File: src/rtl/connect_frame_length_wide.sv
// Prepends a little-endian, zero-padded frame-length header (HEADER_BEATS beats) to each AXI4-Stream frame.
// Optional byte-count checking against the supplied length: define CONNECT_FRAME_LENGTH_CHECK_EN.
module connect_frame_length_wide #(
    parameter int DATA_WIDTH         = 8,
    parameter int FRAME_LENGTH_WIDTH = 16,
    parameter int KEEP_WIDTH         = DATA_WIDTH / 8
) (
    input  logic                          clk,
    input  logic                          rstn,
    input  logic [DATA_WIDTH-1:0]         s_axis_tdata,
    input  logic [KEEP_WIDTH-1:0]         s_axis_tkeep,
    input  logic                          s_axis_tvalid,
    output logic                          s_axis_tready,
    input  logic                          s_axis_tlast,
    input  logic [FRAME_LENGTH_WIDTH-1:0] s_axis_frame_length_tdata,
    input  logic                          s_axis_frame_length_tvalid,
    output logic                          s_axis_frame_length_tready,
    output logic [DATA_WIDTH-1:0]         m_axis_tdata,
    output logic [KEEP_WIDTH-1:0]         m_axis_tkeep,
    output logic                          m_axis_tvalid,
    input  logic                          m_axis_tready,
    output logic                          m_axis_tlast,
    output logic                          length_error,
    output logic [15:0]                   length_error_count
);
    localparam int HEADER_BEATS = (FRAME_LENGTH_WIDTH + DATA_WIDTH - 1) / DATA_WIDTH;
    localparam int CNT_W        = (HEADER_BEATS > 1) ? $clog2(HEADER_BEATS) : 1;
    localparam int PAD_W        = HEADER_BEATS * DATA_WIDTH;

    typedef enum logic [1:0] {IDLE, HEADER, FRAME} state_t;

    state_t                        state, state_nx;
    logic [FRAME_LENGTH_WIDTH-1:0] len_q;
    logic [CNT_W-1:0]              hdr_cnt;
    logic [PAD_W-1:0]              hdr_pad;

    // Length zero-extended to a whole number of beats so every header slice is in range.
    always_comb begin
        hdr_pad                         = '0;
        hdr_pad[FRAME_LENGTH_WIDTH-1:0] = len_q;
    end

    always_comb begin
        state_nx                   = state;
        s_axis_frame_length_tready = 1'b0;
        s_axis_tready              = 1'b0;
        m_axis_tvalid              = 1'b0;
        m_axis_tdata               = '0;
        m_axis_tkeep               = '0;
        m_axis_tlast               = 1'b0;
        case (state)
            IDLE: begin
                s_axis_frame_length_tready = 1'b1;
                if (s_axis_frame_length_tvalid) state_nx = HEADER;
            end
            HEADER: begin
                m_axis_tvalid = 1'b1;
                m_axis_tdata  = hdr_pad[int'(hdr_cnt)*DATA_WIDTH +: DATA_WIDTH];
                m_axis_tkeep  = '1;
                if (m_axis_tready && hdr_cnt == CNT_W'(HEADER_BEATS - 1)) state_nx = FRAME;
            end
            FRAME: begin
                m_axis_tdata  = s_axis_tdata;
                m_axis_tkeep  = s_axis_tkeep;
                m_axis_tvalid = s_axis_tvalid;
                m_axis_tlast  = s_axis_tlast;
                s_axis_tready = m_axis_tready;
                if (s_axis_tvalid && m_axis_tready && s_axis_tlast) state_nx = IDLE;
            end
            default: state_nx = IDLE;
        endcase
        // Nothing handshakes while reset is held.
        if (!rstn) begin
            s_axis_frame_length_tready = 1'b0;
            s_axis_tready              = 1'b0;
            m_axis_tvalid              = 1'b0;
        end
    end

    always_ff @(posedge clk) begin
        if (!rstn) begin
            state   <= IDLE;
            len_q   <= '0;
            hdr_cnt <= '0;
        end else begin
            state <= state_nx;
            if (state == IDLE && s_axis_frame_length_tvalid) begin
                len_q   <= s_axis_frame_length_tdata;
                hdr_cnt <= '0;
            end else if (state == HEADER && m_axis_tready) begin
                hdr_cnt <= hdr_cnt + CNT_W'(1);
            end
        end
    end

`ifdef CONNECT_FRAME_LENGTH_CHECK_EN
    logic [FRAME_LENGTH_WIDTH-1:0] byte_cnt, byte_sum;

    function automatic logic [FRAME_LENGTH_WIDTH-1:0] popcount(input logic [KEEP_WIDTH-1:0] k);
        logic [FRAME_LENGTH_WIDTH-1:0] n;
        n = '0;
        for (int i = 0; i < KEEP_WIDTH; i++) n = n + FRAME_LENGTH_WIDTH'(k[i]);
        return n;
    endfunction

    // Running total including the current beat; wraps modulo 2^FRAME_LENGTH_WIDTH.
    always_comb byte_sum = byte_cnt + popcount(s_axis_tkeep);

    always_ff @(posedge clk) begin
        if (!rstn) begin
            byte_cnt           <= '0;
            length_error       <= 1'b0;
            length_error_count <= '0;
        end else begin
            length_error <= 1'b0;
            if (state == IDLE) begin
                byte_cnt <= '0;
            end else if (state == FRAME && s_axis_tvalid && s_axis_tready) begin
                byte_cnt <= byte_sum;
                if (s_axis_tlast && byte_sum != len_q) begin
                    length_error <= 1'b1;
                    if (length_error_count != 16'hFFFF) length_error_count <= length_error_count + 16'd1;
                end
            end
        end
    end
`else
    assign length_error       = 1'b0;
    assign length_error_count = '0;
`endif

endmodule

File: config.mk
export PLATFORM = sky130hd
export DESIGN_NAME = connect_frame_length_wide
export DESIGN_NICKNAME = d
export VERILOG_FILES = /design/src/rtl/connect_frame_length_wide.sv
export SDC_FILE = /design/constraint.sdc
export NUM_CORES = 1
export LEC_CHECK = 0
export CORE_MARGIN = 2
export CORE_UTILIZATION = 44
export CTS_BUF_LIST = sky130_fd_sc_hd__clkbuf_2
export DETAILED_ROUTE_END_ITERATION = 10
export HOLD_SLACK_MARGIN = 0.15
export PLACE_DENSITY = 0.93
export SLEW_MARGIN = 20
export SYNTH_ARGS = -nofsm -noshare
export SYNTH_HDL_FRONTEND = slang
export SYNTH_SLANG_ARGS = --single-unit
export TNS_END_PERCENT = 50
File: constraint.sdc
create_clock -name clk -period 2.49 [get_ports clk]
set_input_delay 0.498 -clock clk [delete_from_list [all_inputs] [get_ports clk]]
set_output_delay 0.498 -clock clk [all_outputs]
set_load 0.1 [all_outputs]
# Word-level counts from Yosys, hierarchy flattened
# Index checks and enable logic that the tools add are counted.
[op_classes]
addsub = 1
mul = 0
div = 0
n_lt_le_gt_ge = 0
n_eq_ne = 5
n_shift = 1
mux = 13
bitwise = 1
reduce_logical = 8
[op_table]
columns = ["cell", "count"]
rows = [
  ["$pmux W8 S2", 1],
  ["$shiftx A16 B5 Y8", 1],
  ["$mux W1", 6],
  ["$mux W2", 3],
  ["$ne A2 B2 Y1 const B", 3],
  ["$pmux W2 S3", 1],
  ["$logic_and A1 B1 Y1", 5],
  ["$pmux W1 S2", 2],
  ["$reduce_and A3 Y1", 1],
  ["$eq A2 B1 Y1 const B", 1],
  ["$eq A2 B2 Y1 const B", 1],
  ["$logic_not A2 Y1", 1],
  ["$reduce_or A2 Y1", 1],
  ["$add A1 B1 Y1 const B", 1],
  ["$not A1 Y1", 1],
]
[totals]
regBits = 19
latchBits = 0
ramBits = 0
mem_bits_ro = 0
in_bits = 31
out_inout_bits = 30
word_cells = 32
n_memories = 0

# Logic depth before layout (Yosys ltp)
# Gate-level depths: netlist of run 1.
[depth]
word_depth = 4
mapped_depth = 7
ltp_nobuf = 5

# Worst setup path after synthesis of run 1
# OpenSTA, ideal clock, no wires.
[synth_timing]
path_type = "flip-flop to output port"
startpoint = "register state[0]"
endpoint = "output m_axis_tdata[1]"
arrival_time_ns = 2.343
required_time_ns = 1.992
slack_ns = -0.351
stages_incl_launch_ff = 6
n_path_buf = 1
cell_sequence = "dfxtp_1 -> inv_1 -> ha_1 -> clkbuf_1 -> a22oi_1 -> nor2b_1"
[synth_between]
elab_chain_len = 2
word_cells_on_any_way = 3
classes_between = "eq/ne (2); mux (1)"
[synth_lines]
columns = ["element", "line", "text"]
rows = [
  ["start: declaration", "32", "state_t state, state_nx;"],
  ["start signal: assignment", "86", "state <= state_nx;"],
  ["$eq A2 B2 Y1 or $eq A2 B1 Y1 (tied branches)", "51", "case (state)"],
  ["$pmux W8 S2 *", "51", ""],
  ["end: declaration", "18", "output logic [DATA_WIDTH-1:0] m_axis_tdata,"],
]
# Mark *: on every way between the ends. The rest lies on a longest branch, timed or not.

# Worst setup path in the final report of run 1
[layout_timing]
startpoint = "register hdr_cnt"
endpoint = "output m_axis_tdata[2]"
[layout_between]
elab_chain_len = 2
[layout_lines]
columns = ["element", "line", "text"]
rows = [
  ["start: declaration", "34", "logic [CNT_W-1:0] hdr_cnt;"],
  ["start signal: assignment", "91", "hdr_cnt <= hdr_cnt + CNT_W'(1);"],
  ["$shiftx A16 B5 Y8", "58", "m_axis_tdata = hdr_pad[int'(hdr_cnt)*DATA_WIDTH +: DATA_WIDTH];"],
  ["$pmux W8 S2", "51", ""],
]
# Every way passes these cells.

==> impl_metrics.tcl, run 1 <==
set metrics [dict create \
    cp.arrival_ps 1810 \
    avgSynthCellArea_um2 8.16 \
    grt_pass1_wl_um 4690 \
    drive_above_1_share_pct 18.8 \
    layout_min_cycle_time_ps 2310 \
    clkLatencyLatePin_ps 310 \
    yosysWarningCount 0 \
    cts_buffer_depth 2 \
    grt_max_degree 22 \
    synth_top_cell_by_area "dfxtp_1" \
    synth-compound-area-share_pct 16.7 \
    combPwrFrac_pct 64.8 \
    power.density_nw_per_um2 889 \
    detail_route.wl_per_cell_um 13.7 \
    numClockSinks 19 \
    yosys-top-cells-area "dfxtp_1 32%, nand2_1 12%, buf_4 11%, a21boi_0 9.4%, mux2_2 7.5%" \
    status "finished, final reports clean" \
    hold_viol_final 0 \
    syn_inst 147 \
    muxShareOfSynthArea_pct 9.18 \
    yosysSeqAreaShare_pct 31.7 \
    post_synth_and_or_nand_nor_area_fraction_pct 20.8 \
    wirelength_um 2960 \
    synthMostInstantiatedCell "nand2_1" \
    cap_violations 0 \
    numCtsBuffers 3 \
    num_vias 1081 \
    yosys.area.top_type_share_pct 31.7 \
    drv_slew 0 \
    internal_power_uw 762 \
    core_um2 2520 \
    grt_usage_pct 18.9 \
    dieWidth_um 56.2 \
    p_seq_share_pct 26.5 \
    utilization_pct 68.7 \
    fillers 210 \
    start_util_pct 47.6 \
    async_flop_share_pct 0 \
    worst_slew_pin_slew_ps 568 \
    hold-path-cell-count 2 \
    cp_max_fo 10 \
    worst-setup-path-type "flip-flop to primary output" \
    synth_edf_count 0 \
    die_height_um 56.2 \
    power_switching_share_pct 50.5 \
    drt_iter0_drc 41 \
    slew_headroom_pct 62.1 \
    syn_to_final_growth_pct 44.3 \
    peakVddDrop_uv 693 \
    cts_root_buf "clkbuf_2" \
    skew_ps 8.32 \
    clkTransAtPathRegs_ps 170 \
    synth_top_family_by_area "simple AND/OR/NAND/NOR gates" \
    ys.flop_type "dfxtp_1" \
    cts_max_level 1 \
    drt_first_pass_iters 5 \
    worstPathRequired_ps 1990 \
    synthAdderAreaFrac_pct 5.21 \
    switchingPower_uw 777 \
    cp-start-kind "flip-flop" \
    finalCritPeriodShare_pct 92.8 \
    synth.distinct_cells 25 \
    rsz0062_at_grt "no" \
    synth_xor_area_share_pct 0.730 \
    yosys-top-cells-count "39 x nand2_1, 19 x dfxtp_1, 17 x buf_4, 15 x a21boi_0, 9 x nor2b_1" \
    postCtsSetupRepairBufs 0 \
    cp-end-kind "primary output" \
    hpwl_um 2160 \
    dieArea_um2 3160 \
    synth_area_um2 1200 \
    antenna_found_initial 0 \
    cts_tree "done" \
    numPortBuffers 43 \
    ant_nets 0 \
    diodes 0 \
    r2r_cells 4 \
    drc 0 \
    ioPinCount 61 \
    pre_cts_slack_ps 495 \
    p_clk_share_pct 8.7 \
    placementRows 18 \
    vias_per_cell 5.00 \
    p_leak_uw 0.000682 \
    finalNetCount 223 \
    setup_viol 0 \
    synth-seq-cells 19 \
    grt_pass1_vias 1001 \
    clock.fmax_mhz 433 \
    place.gp.congestion 0.754 \
    overflow 0 \
    worst_slack_ps 178 \
    min_path_type "flip-flop to flip-flop" \
]
-- timing repair --
action,in CTS,in global routing
setup endpoints to repair,0,5
hold buffers,0,0
resized for setup,0,3
-- state kept, by name, summed over array words and instances (netlist names) --
name,flops
hdr_pad,16
hdr_cnt,1
state,2
-- kinds of logic (layout without fill, tap and decap cells) --
kind of cell / Yosys count / count (layout)
AOI/OAI and AO/OA: 27 / 27
xor gates and xnor gates: 1 / 1
adders and majority gates: 5 / 5
buffers and inverters: 28 / 51
DFF: 19 / 19
muxes: 10 / 10
other: 1 / 17
and+or+nand+nor: 56 / 56
-- power groups by stage --
stage,sequential [uW],clock (uW),combinational [uW]
floorplan,393,0,736
global placement,405,0,954
detailed placement,413,0,980
CTS,406,134,983
global route,416,149,1050
finish,408,134,997
-- per-stage QoR --
step	hold slack [ps]	power [uW]	instance area, um^2	instances	TNS (ps)
3_5_place_dp	450	1390	1700	212	0
4_1_cts	471	1520	1720	216	0
2_1_floorplan	432	1130	1270	163	-1530
3_3_place_gp	438	1360	1700	212	0
6_report	470	1540	1730	216	0
5_1_grt	497	1620	1730	216	0
-- critical path, stage by stage (launching register included) --
cell and delay [ps]:
dfxtp_1 660, mux2_2 400, a22oi_1 180, nor2b_2 90, buf_12 170
-- layout make-up --
cell class	instances	area, um^2	area share, %
Sequential cell	19	380	22.0
Timing Repair Buffer	44	568	32.8
Tap cell	30	37.5	2.17
Clock buffer	4	20.0	1.16
Inverter	3	11.3	0.650
Multi-Input combinational cell	116	714	41.3
-- worst paths after layout --
check                                              start                       end  slack [ps]
worst max-delay path                hdr_cnt$_SDFFE_PP0P_           m_axis_tdata[2]         180
worst min-delay path            hdr_pad[11]$_SDFFE_PN0P_  hdr_pad[11]$_SDFFE_PN0P_         470
worst max register to register     state[1]$_SDFFE_PN0P_     state[0]$_SDFFE_PN0P_         840
worst min register to register  hdr_pad[11]$_SDFFE_PN0P_  hdr_pad[11]$_SDFFE_PN0P_         470
-- layout by cell type (no fill, tap or decap), drive strengths merged, types with 2 or more instances in the layout --
cell type | Yosys | final
nor2b | 9 | 9
mux2 | 8 | 8
clkbuf | 5 | 4
buf | 19 | 14
dfxtp | 19 | 19
clkdlybuf4s50 | 0 | 30
conb | 1 | 17
mux2i | 2 | 2
a21oi | 2 | 2
a21boi | 16 | 16
and2 | 3 | 3
inv | 3 | 3
and3 | 2 | 2
ha | 5 | 5
a22oi | 8 | 8
nand2 | 40 | 40
-- routing by layer --
layer / global-route usage (%) / routed length (um) / vias up
met4: 4.76 / 38 / 0
met5: 0 / 0 / -
met3: 4.88 / 163 / 8
met1: 20.9 / 1120 / 503
li1: - / - / 526
met2: 35.6 / 1630 / 44
No activity file was read; power rests on OpenSTA's default activity.
==> run 2, diff against run 1 <==
--- a/config.mk
+++ b/config.mk
@@ -5,6 +5,7 @@
 export SDC_FILE = /design/constraint.sdc
 export NUM_CORES = 1
 export LEC_CHECK = 0
+export CAP_MARGIN = 10
 export CORE_MARGIN = 2
 export CORE_UTILIZATION = 44
 export CTS_BUF_LIST = sky130_fd_sc_hd__clkbuf_2
==> results of run 2 <==
The final DEF is identical to that of run 1; final timing and power are the same.
==> run 3, diff against run 2 <==
--- a/config.mk
+++ b/config.mk
@@ -6,12 +6,15 @@
 export NUM_CORES = 1
 export LEC_CHECK = 0
 export CAP_MARGIN = 10
+export CELL_PAD_IN_SITES_DETAIL_PLACEMENT = 0
+export CELL_PAD_IN_SITES_GLOBAL_PLACEMENT = 1
+export CORE_ASPECT_RATIO = 0.75
 export CORE_MARGIN = 2
-export CORE_UTILIZATION = 44
+export CORE_UTILIZATION = 31
 export CTS_BUF_LIST = sky130_fd_sc_hd__clkbuf_2
 export DETAILED_ROUTE_END_ITERATION = 10
 export HOLD_SLACK_MARGIN = 0.15
-export PLACE_DENSITY = 0.93
+export PLACE_DENSITY = 0.94
 export SLEW_MARGIN = 20
 export SYNTH_ARGS = -nofsm -noshare
 export SYNTH_HDL_FRONTEND = slang
==> run 3 against run 2 <==
  * Clock skew is essentially flat
  * Worst setup slack lost 34 ps
  * Clock power shrank 3%
  * Wire length shrank 6.4%
  * First-iteration DRC count shrank 27%
  * Largest power group unchanged
==> impl_metrics.tcl, run 3 (synthesis gave the netlist of run 1 again) <==
set metrics [dict create \
    place_inst 235 \
    numPortBuffers 43 \
    detail_route.wl_per_cell_um 11.6 \
    layout_min_cycle_time_ps 2350 \
    num_vias 1029 \
    syn_to_final_growth_pct 47.0 \
    cp_max_fo 10 \
    dieArea_um2 4390 \
    hold-path-cell-count 2 \
    drive_above_1_share_pct 18.7 \
    vias_per_cell 4.31 \
    finalCritPeriodShare_pct 94.2 \
    ioPinCount 61 \
    rsz0062_at_grt "no" \
    multiInputGateArea_um2 712 \
    clock.fmax_mhz 426 \
    numClockSinks 19 \
    hpwl_um 2070 \
    grt_max_degree 18 \
    cap_violations 0 \
    switchingPower_uw 767 \
    antenna_found_initial 0 \
    mostFrequentLayoutCells "39 x nand2_1, 30 x clkdlybuf4s50_1, 19 x dfxtp_1, 17 x conb_1, 15 x a21boi_0" \
    drc 0 \
    core_um2 3680 \
    dieWidth_um 75.8 \
    worst_slack_ps 144 \
    start_util_pct 32.6 \
    min_path_type "flip-flop to flip-flop" \
    largest_reg_flops 16 \
    p_clk_share_pct 8.6 \
    peakVddDrop_uv 475 \
    grt_pass1_wl_um 4430 \
    cts_max_level 1 \
    clkTransAtPathRegs_ps 180 \
    wirelength_um 2770 \
    worst-setup-path-type "flip-flop to primary output" \
    place.gp.congestion 0.728 \
    hold_viol_final 0 \
    power_switching_share_pct 50.6 \
    worstPathRequired_ps 1990 \
    internal_power_uw 748 \
    power_uw 1510 \
    hold_ws_ps 463 \
    status "finished, final reports clean" \
    slew_headroom_pct 61.4 \
    cp-start-kind "flip-flop" \
    finalNetCount 224 \
    setup_viol 0 \
    clkLatencyLatePin_ps 310 \
    grt_pass1_vias 970 \
    placementRows 19 \
    combPwrFrac_pct 64.8 \
    drv_slew 0 \
    numCtsBuffers 3 \
    p_leak_uw 0.000688 \
    cp-end-kind "primary output" \
    postCtsSetupRepairBufs 0 \
    pre_cts_slack_ps 384 \
    diodes 0 \
    cts_root_buf "clkbuf_2" \
    utilization_pct 47.9 \
    final_common_cell "nand2_1" \
    drt_iter0_drc 30 \
    skew_ps 7.98 \
    r2r_cells 5 \
    power.density_nw_per_um2 859 \
    grt_usage_pct 13.4 \
    overflow 0 \
    fin_cells 239 \
    fillers 371 \
    p_seq_share_pct 26.6 \
    cts_buffer_depth 2 \
    die_height_um 57.9 \
    drt_first_pass_iters 4 \
    ff_latch_area_um2 380 \
    ant_nets 0 \
    cts_tree "done" \
    cp.arrival_ps 1850 \
    worst_slew_pin_slew_ps 579 \
]
run 3: changes by cell type in the layout (fill, tap and decap cells not counted), sizes merged:
cell	delta
buf	+1
clkbuf	-1
clkinv	+1
run 3: per-layer routing:
layer  up-vias  GRT usage, %  share of wire (%)
met2        32          20.7                 46
met3         2          5.04                6.0
met4         0          2.26               0.51
met1       464          18.0                 47
li1        531             -                  -
met5         -             0                  0
run 3: repair_timing:
action / in CTS / in global routing
hold endpoints to repair: 0 / 0
hold buffers: 0 / 0
gates resized for setup: 0 / 2
setup endpoints to repair: 0 / 8
run 3: worst max-delay path, stage by stage, from the launching register on:
cell,delay (ps)
dfxtp_1,420
inv_1,100
ha_1,490
nand2_1,80
nor2_1,240
buf_12,210
run 3: through the flow:
| stage | TNS (ps) | instance area, um^2 |
|---|---|---|
| 6_report | 0 | 1760 |
| 5_1_grt | 0 | 1760 |
| 4_1_cts | 0 | 1760 |
| 3_5_place_dp | 0 | 1740 |
| 3_3_place_gp | 0 | 1740 |
| 2_1_floorplan | -1530 | 1270 |
run 3: path summary, 6_finish.rpt:
kind	startpoint	slack [ps]	to
worst max-delay path	state[0]$_SDFFE_PN0P_	140	m_axis_tvalid
worst min-delay path	hdr_pad[11]$_SDFFE_PN0P_	460	hdr_pad[11]$_SDFFE_PN0P_
worst max register to register	state[1]$_SDFFE_PN0P_	850	hdr_pad[7]$_SDFFE_PN0P_
worst min register to register	hdr_pad[11]$_SDFFE_PN0P_	460	hdr_pad[11]$_SDFFE_PN0P_
run 3: power by group through the flow:
stage                     Clock (uW)  Combinational, uW  Sequential (uW)
after floorplan                    0                736              393
after global placement             0                974              407
after detailed placement           0                980              410
after CTS                        136                983              403
after global routing             152               1050              412
final                            130                982              403
run 3: layout make-up:
type                       count  share of cell area (%)
multi-input combinational    116                    40.4
timing repair buffer          45                    32.6
sequential                    19                    21.6
tap                           52                    3.69
clock buffer                   3                   0.851
inverter                       3                   0.638
clock inverter                 1                   0.284
